[src/rtl/status_register_if.sv]
`default_nettype none
// +----------------------------------------------------------------------------+
// | Module  : status_register_if                                              |
// | Brief   : Load/select/flag bundle between decoder/ALU and status register |
// |           (save/restore only with STATUS_SHADOW_EN)                       |
// | Revision: 1.0                                                             |
// +----------------------------------------------------------------------------+
interface status_register_if #(
    parameter int NUM_STATUS_BITS = 3
);
    logic                       wr_en;
    logic                       sel_stat_in_alu_decoder;
    logic [NUM_STATUS_BITS-1:0] alu_status;
    logic [NUM_STATUS_BITS-1:0] dec_status;
    logic [NUM_STATUS_BITS-1:0] status;
`ifdef STATUS_SHADOW_EN
    logic                       save;
    logic                       restore;
`endif

    modport master (
        output wr_en,
        output sel_stat_in_alu_decoder,
        output alu_status,
        output dec_status,
`ifdef STATUS_SHADOW_EN
        output save,
        output restore,
`endif
        input  status
    );

    modport slave (
        input  wr_en,
        input  sel_stat_in_alu_decoder,
        input  alu_status,
        input  dec_status,
`ifdef STATUS_SHADOW_EN
        input  save,
        input  restore,
`endif
        output status
    );
endinterface
`default_nettype wire

[src/rtl/status_register.sv]
`default_nettype none
// +----------------------------------------------------------------------------+
// | Module  : status_register                                                 |
// | Brief   : CPU flag register loaded from ALU or decoder; optional shadow   |
// |           copy for interrupt entry/exit when STATUS_SHADOW_EN is defined  |
// | Revision: 1.0                                                             |
// +----------------------------------------------------------------------------+
module status_register #(
    parameter int NUM_STATUS_BITS = 3
) (
    input  wire logic          clk,
    input  wire logic          res_n,
    status_register_if.slave   bus
);

    logic [NUM_STATUS_BITS-1:0] r_status;
    logic [NUM_STATUS_BITS-1:0] w_status_next;

`ifdef STATUS_SHADOW_EN
    logic [NUM_STATUS_BITS-1:0] r_shadow;
`endif

    // Select is only consulted when loading, so an unknown source never leaks in.
    always_comb begin
        w_status_next = r_status;
        if (bus.wr_en) begin
            if (bus.sel_stat_in_alu_decoder) begin
                w_status_next = bus.alu_status;
            end else begin
                w_status_next = bus.dec_status;
            end
        end
`ifdef STATUS_SHADOW_EN
        if (bus.restore) begin
            w_status_next = r_shadow;
        end
`endif
    end

    always_ff @(posedge clk or negedge res_n) begin
        if (!res_n) begin
            r_status <= '0;
        end else begin
            r_status <= w_status_next;
        end
    end

`ifdef STATUS_SHADOW_EN
    // Shadow captures the pre-edge status, so save+restore together swaps.
    always_ff @(posedge clk or negedge res_n) begin
        if (!res_n) begin
            r_shadow <= '0;
        end else if (bus.save) begin
            r_shadow <= r_status;
        end
    end
`endif

    assign bus.status = r_status;

endmodule
`default_nettype wire

[src/flat_wrapper.sv]
// flat-port wrapper written by rule: the top's interface ports become plain ports
module status_register_flat 
#(
    parameter int NUM_STATUS_BITS = 3
)
  (clk, res_n, bus_wr_en, bus_sel_stat_in_alu_decoder, bus_alu_status, bus_dec_status, bus_status);
  status_register_if #(.NUM_STATUS_BITS(NUM_STATUS_BITS)) bus_i ();
  input  wire logic clk;
  input  wire logic res_n;
  input wire logic [$bits(bus_i.wr_en)-1:0] bus_wr_en;
  input wire logic [$bits(bus_i.sel_stat_in_alu_decoder)-1:0] bus_sel_stat_in_alu_decoder;
  input wire logic [$bits(bus_i.alu_status)-1:0] bus_alu_status;
  input wire logic [$bits(bus_i.dec_status)-1:0] bus_dec_status;
  output wire logic [$bits(bus_i.status)-1:0] bus_status;
  assign bus_i.wr_en = bus_wr_en;
  assign bus_i.sel_stat_in_alu_decoder = bus_sel_stat_in_alu_decoder;
  assign bus_i.alu_status = bus_alu_status;
  assign bus_i.dec_status = bus_dec_status;
  assign bus_status = bus_i.status;
  status_register #(.NUM_STATUS_BITS(NUM_STATUS_BITS)) u_core (.clk(clk), .res_n(res_n), .bus(bus_i));
endmodule
[config.mk]
export PLATFORM = sky130hd
export DESIGN_NAME = status_register_flat
export DESIGN_NICKNAME = d
export VERILOG_FILES = /design/src/rtl/status_register_if.sv /design/src/rtl/status_register.sv /design/src/flat_wrapper.sv
export SDC_FILE = /design/constraint.sdc
export NUM_CORES = 1
export LEC_CHECK = 0
export ABC_AREA = 1
export BUFFER_PORTS_ARGS = -buffer_cell sky130_fd_sc_hd__buf_4
export CAP_MARGIN = 20
export CELL_PAD_IN_SITES_DETAIL_PLACEMENT = 0
export CELL_PAD_IN_SITES_GLOBAL_PLACEMENT = 2
export CORE_AREA = 4 4 41 43
export DETAILED_ROUTE_END_ITERATION = 16
export DIE_AREA = 0 0 45 47
export HOLD_SLACK_MARGIN = 0.15
export PLACE_DENSITY = 0.7
export RECOVER_POWER = 50
export SLEW_MARGIN = 10
export SYNTH_ARGS = -nofsm -noshare
export SYNTH_HDL_FRONTEND = slang
export SYNTH_SLANG_ARGS = --single-unit
[constraint.sdc]
create_clock -name clk -period 0.8 [get_ports clk]
set_clock_uncertainty 0.05 [all_clocks]
set_input_delay 0.2 -clock clk [delete_from_list [all_inputs] [get_ports clk]]
set_output_delay 0.2 -clock clk [all_outputs]
set_load 0.02 [all_outputs]
Word-level counts from Yosys, hierarchy flattened
Index checks and enable logic that the tools add are counted.

word-level totals
  bits in registers = 3
  input port bits = 10
  output and inout port bits = 3
  word-level logic and storage cells = 2

operators by class
  mux-type cells = 1

operator list
  cell              count
  2-to-1 mux 3 bit  1

Longest topological paths before layout
  depth after elaboration = 1
  gate-level depth with buffers = 4
  gate-level depth less buffers = 4

Worst setup path before layout
OpenSTA, ideal clock, no wires.

  path type = reg2reg
  start = register u_core.bus.status[0] (netlist name)
  end = register u_core.r_status[0] (netlist: u_core.bus.status[0])
  setup time = 0.117 ns
  arrival = 0.563 ns
  data required time = 0.633 ns
  setup slack = 0.069 ns
  cell stages (with the launch flop) = 3
  path buffers = 0
  clock period less this slack = 0.731 ns
  cells stage by stage = dfrtp_1 -> nand2_1 -> nand2_1

RTL lines
  element               RTL line               text
  end signal, assigned  status_register.sv:44  r_status <= w_status_next;
  end, declared         status_register.sv:16  logic [NUM_STATUS_BITS-1:0] r_status;

Worst setup path in the final report
  start = register u_core.r_status[1] (netlist: u_core.bus.status[1])
  end = output port bus_status[1]

RTL lines
  element        RTL line            text
  end, declared  flat_wrapper.sv:14  output wire logic [$bits(bus_i.status)-1:0] bus_status;

No word-level cell between the ends.

==> flow_metrics.env <==
export IMPL_synthAdderAreaFrac_pct=0
export IMPL_cts_tree="built"
export IMPL_clk_latency_ns=0.24
export IMPL_clock_sinks=3
export IMPL_critPathMaxStageDelay_ns=0.39
export IMPL_drtIter0Drc=2
export IMPL_rr_worst_depth=3
export IMPL_synth_seq_cells=3
export IMPL_maxCapViolCount=0
export IMPL_final_common_cell="nand2_1"
export IMPL_fin_crit_sh_pct=126.6
export IMPL_violations="setup timing"
export IMPL_min_path_type="in2reg"
export IMPL_first_global_vias=204
export IMPL_drt_total_wl_um=467
export IMPL_required_ns=0.55
export IMPL_worstSetupEndpointType="output port"
export IMPL_ff2ff_setup_slack_ns=0.02
export IMPL_critical_path_arrival_ns=0.76
export IMPL_antenna_cells=0
export IMPL_grt_ovfl_total=0
export IMPL_path_class="reg2out"
export IMPL_dpl_hpwl_um=374.6
export IMPL_r2r_start="u_core.bus.status[0]"
export IMPL_slew_headroom_pct=89.70
export IMPL_use_met3_pct=0.3831
export IMPL_port_buffer_count=12
export IMPL_die_h_um=47
export IMPL_path_delay_family="flip-flops"
export IMPL_power_leakage_nw=0.1978
export IMPL_rsz0062_at_grt="true"
export IMPL_synthMuxAreaShare_pct=0
export IMPL_start_util_pct=12.69
export IMPL_holdWs_ns=0.1708
export IMPL_fin_crit_ns=1.013
export IMPL_largest_reg_flops=3
export IMPL_drt_vias_per_instance=3.373
export IMPL_min_to="u_core.bus.status[0]"
export IMPL_grt_max_degree=5
export IMPL_dieArea_mm2=0.002115
export IMPL_layout_common_cells="nand2_1, buf_4, inv_1"
export IMPL_critPathBufInv=1
export IMPL_htreeDepth=1
export IMPL_numCtsBuffers=3
export IMPL_core_area_mm2=0.001301
export IMPL_synth_compound_area_share_pct=0
export IMPL_setup_viol=3
export IMPL_drive_above_1_share_pct=36.36
export IMPL_routabilityCongestion=0.6216
export IMPL_wire_per_inst_um=7.915
export IMPL_grt_busiest_layer="met4"
export IMPL_clock_fmax_mhz=987.5
export IMPL_pre_cts_ws_ns=0.02853
export IMPL_track_usage_pct=5.384
export IMPL_ir_worst_vdd_mv=0.2658
export IMPL_r2r_end="u_core.bus.status[0]"
export IMPL_syn_avg_cell_area_um2=6.352
export IMPL_p_per_area_mw_per_mm2=1815
export IMPL_hold_viol=0
export IMPL_grt_util_met1_pct=4.805
export IMPL_area_growth_pct=96.97
export IMPL_nets=55
export IMPL_crit_path_cell_trace="buf_6"
export IMPL_status="finished, violations left"
export IMPL_die_x_um=45
export IMPL_slowest_stage="dfrtp_1"
export IMPL_clk_pin_slew_ns=0.04
export IMPL_tightest_slew_ns=0.1545
export IMPL_ctsLongestPathBuffers=2
export IMPL_dr_pass1_iters=4
export IMPL_syn_nets=36
export IMPL_yosysSeqAreaShare_pct=45.45
export IMPL_drc=0
export IMPL_fin_util_pct=25.00
export IMPL_syn_inst=26
export IMPL_grt_pass1_wl_um=717
export IMPL_synthSimpleGateAreaFrac_pct=36.36
export IMPL_ctsRootBufferMaster="clkbuf_4"
export IMPL_synth_lib_cells_used_distinct=5
export IMPL_crit_fanout=2
export IMPL_min_from="bus_wr_en"
export IMPL_fin_ws_ns=-0.2126
export IMPL_cp_start_kind="flip-flop"
export IMPL_synth_top_family_by_area="simple AND/OR/NAND/NOR gates"
export IMPL_dp_cells=53
export IMPL_yosysWarningCount=0
export IMPL_io_pins=13
export IMPL_vias=199
export IMPL_synth_xor_area_share_pct=0
export IMPL_grt_antenna_before_repair=0
export IMPL_ant_nets=0
export IMPL_min_path_cells=3
export IMPL_synthesis_area_um2=165.2
export IMPL_final_max_slew_viol_count=0
export IMPL_row_count=13
export IMPL_finalNonFillerCells=59
export IMPL_globalRouteMet2Util_pct=7.910
-- worst max path at each step --
stage	from	endpoint	slack (ns)	depth (start not counted)
after floorplan	u_core.bus.status[0]	u_core.bus.status[0]	0.07	2
after global placement	u_core.bus.status[1]	bus_status[1]	0.03	1
after detailed placement	u_core.bus.status[1]	bus_status[1]	0.03	1
after CTS	u_core.bus.status[0]	bus_status[0]	-0.22	1
after global routing	u_core.bus.status[0]	bus_status[0]	-0.24	1
final	u_core.bus.status[1]	bus_status[1]	-0.21	1
-- metrics by stage --
stage                     cell area, µm²  setup TNS (ns)  power [mW]
final                              325.3         -0.6160      0.5904
after detailed placement           274.0               0      0.3016
after global placement             274.0               0      0.3022
after global routing               325.3         -0.7016      0.6296
after CTS                          321.6         -0.6467      0.6002
after floorplan                    165.2               0      0.2298
-- cells by family after synthesis --
logic type | count (synthesis)
and+or+nand+nor | 15
DFF | 3
buffers and inverters | 8
-- repair_timing --
item / in CTS / in global routing
setup endpoints to repair: 3 / 3
resized for setup: 3 / 0
hold endpoints to repair: 3 / 0
setup buffers: 0 / 1
hold buffers: 1 / 0
-- power breakdown --
| part | switching (mW) | internal (mW) | total [mW] | leakage (nW) |
|---|---|---|---|---|
| logic | 0.0598 | 0.0792 | 0.139 | 0.147 |
| registers | 0.0120 | 0.169 | 0.181 | 0.0359 |
| clock network | 0.0833 | 0.187 | 0.271 | 0.0150 |
-- metal layers --
layer,part of all wire [%],up-vias
met5,0,-
met4,4.7,0
met3,6.2,2
met2,53,7
met1,36,81
li1,-,109
-- worst register-to-register path, delay by kind of cell, from the launching register on --
kind          cells  cell delay [ns]
simple gates      2             0.10
flops             1             0.38
buf+inv           1             0.14
-- synth_stat cells --
cell	number	share of area [%]
inv_1	7	16
inv_2	1	2.3
nand2_1	12	27
dfrtp_1	3	45
nand3_1	3	9.1
-- cell type report --
class | count | area, µm²
inverter | 8 | 30.03
clock buffer | 4 | 26.28
sequential | 3 | 75.07
timing repair buffer | 14 | 115.1
tap | 15 | 18.77
fill | 155 | 975.9
multi-input combinational | 15 | 60.06
Power figures use the tool's default switching activity.
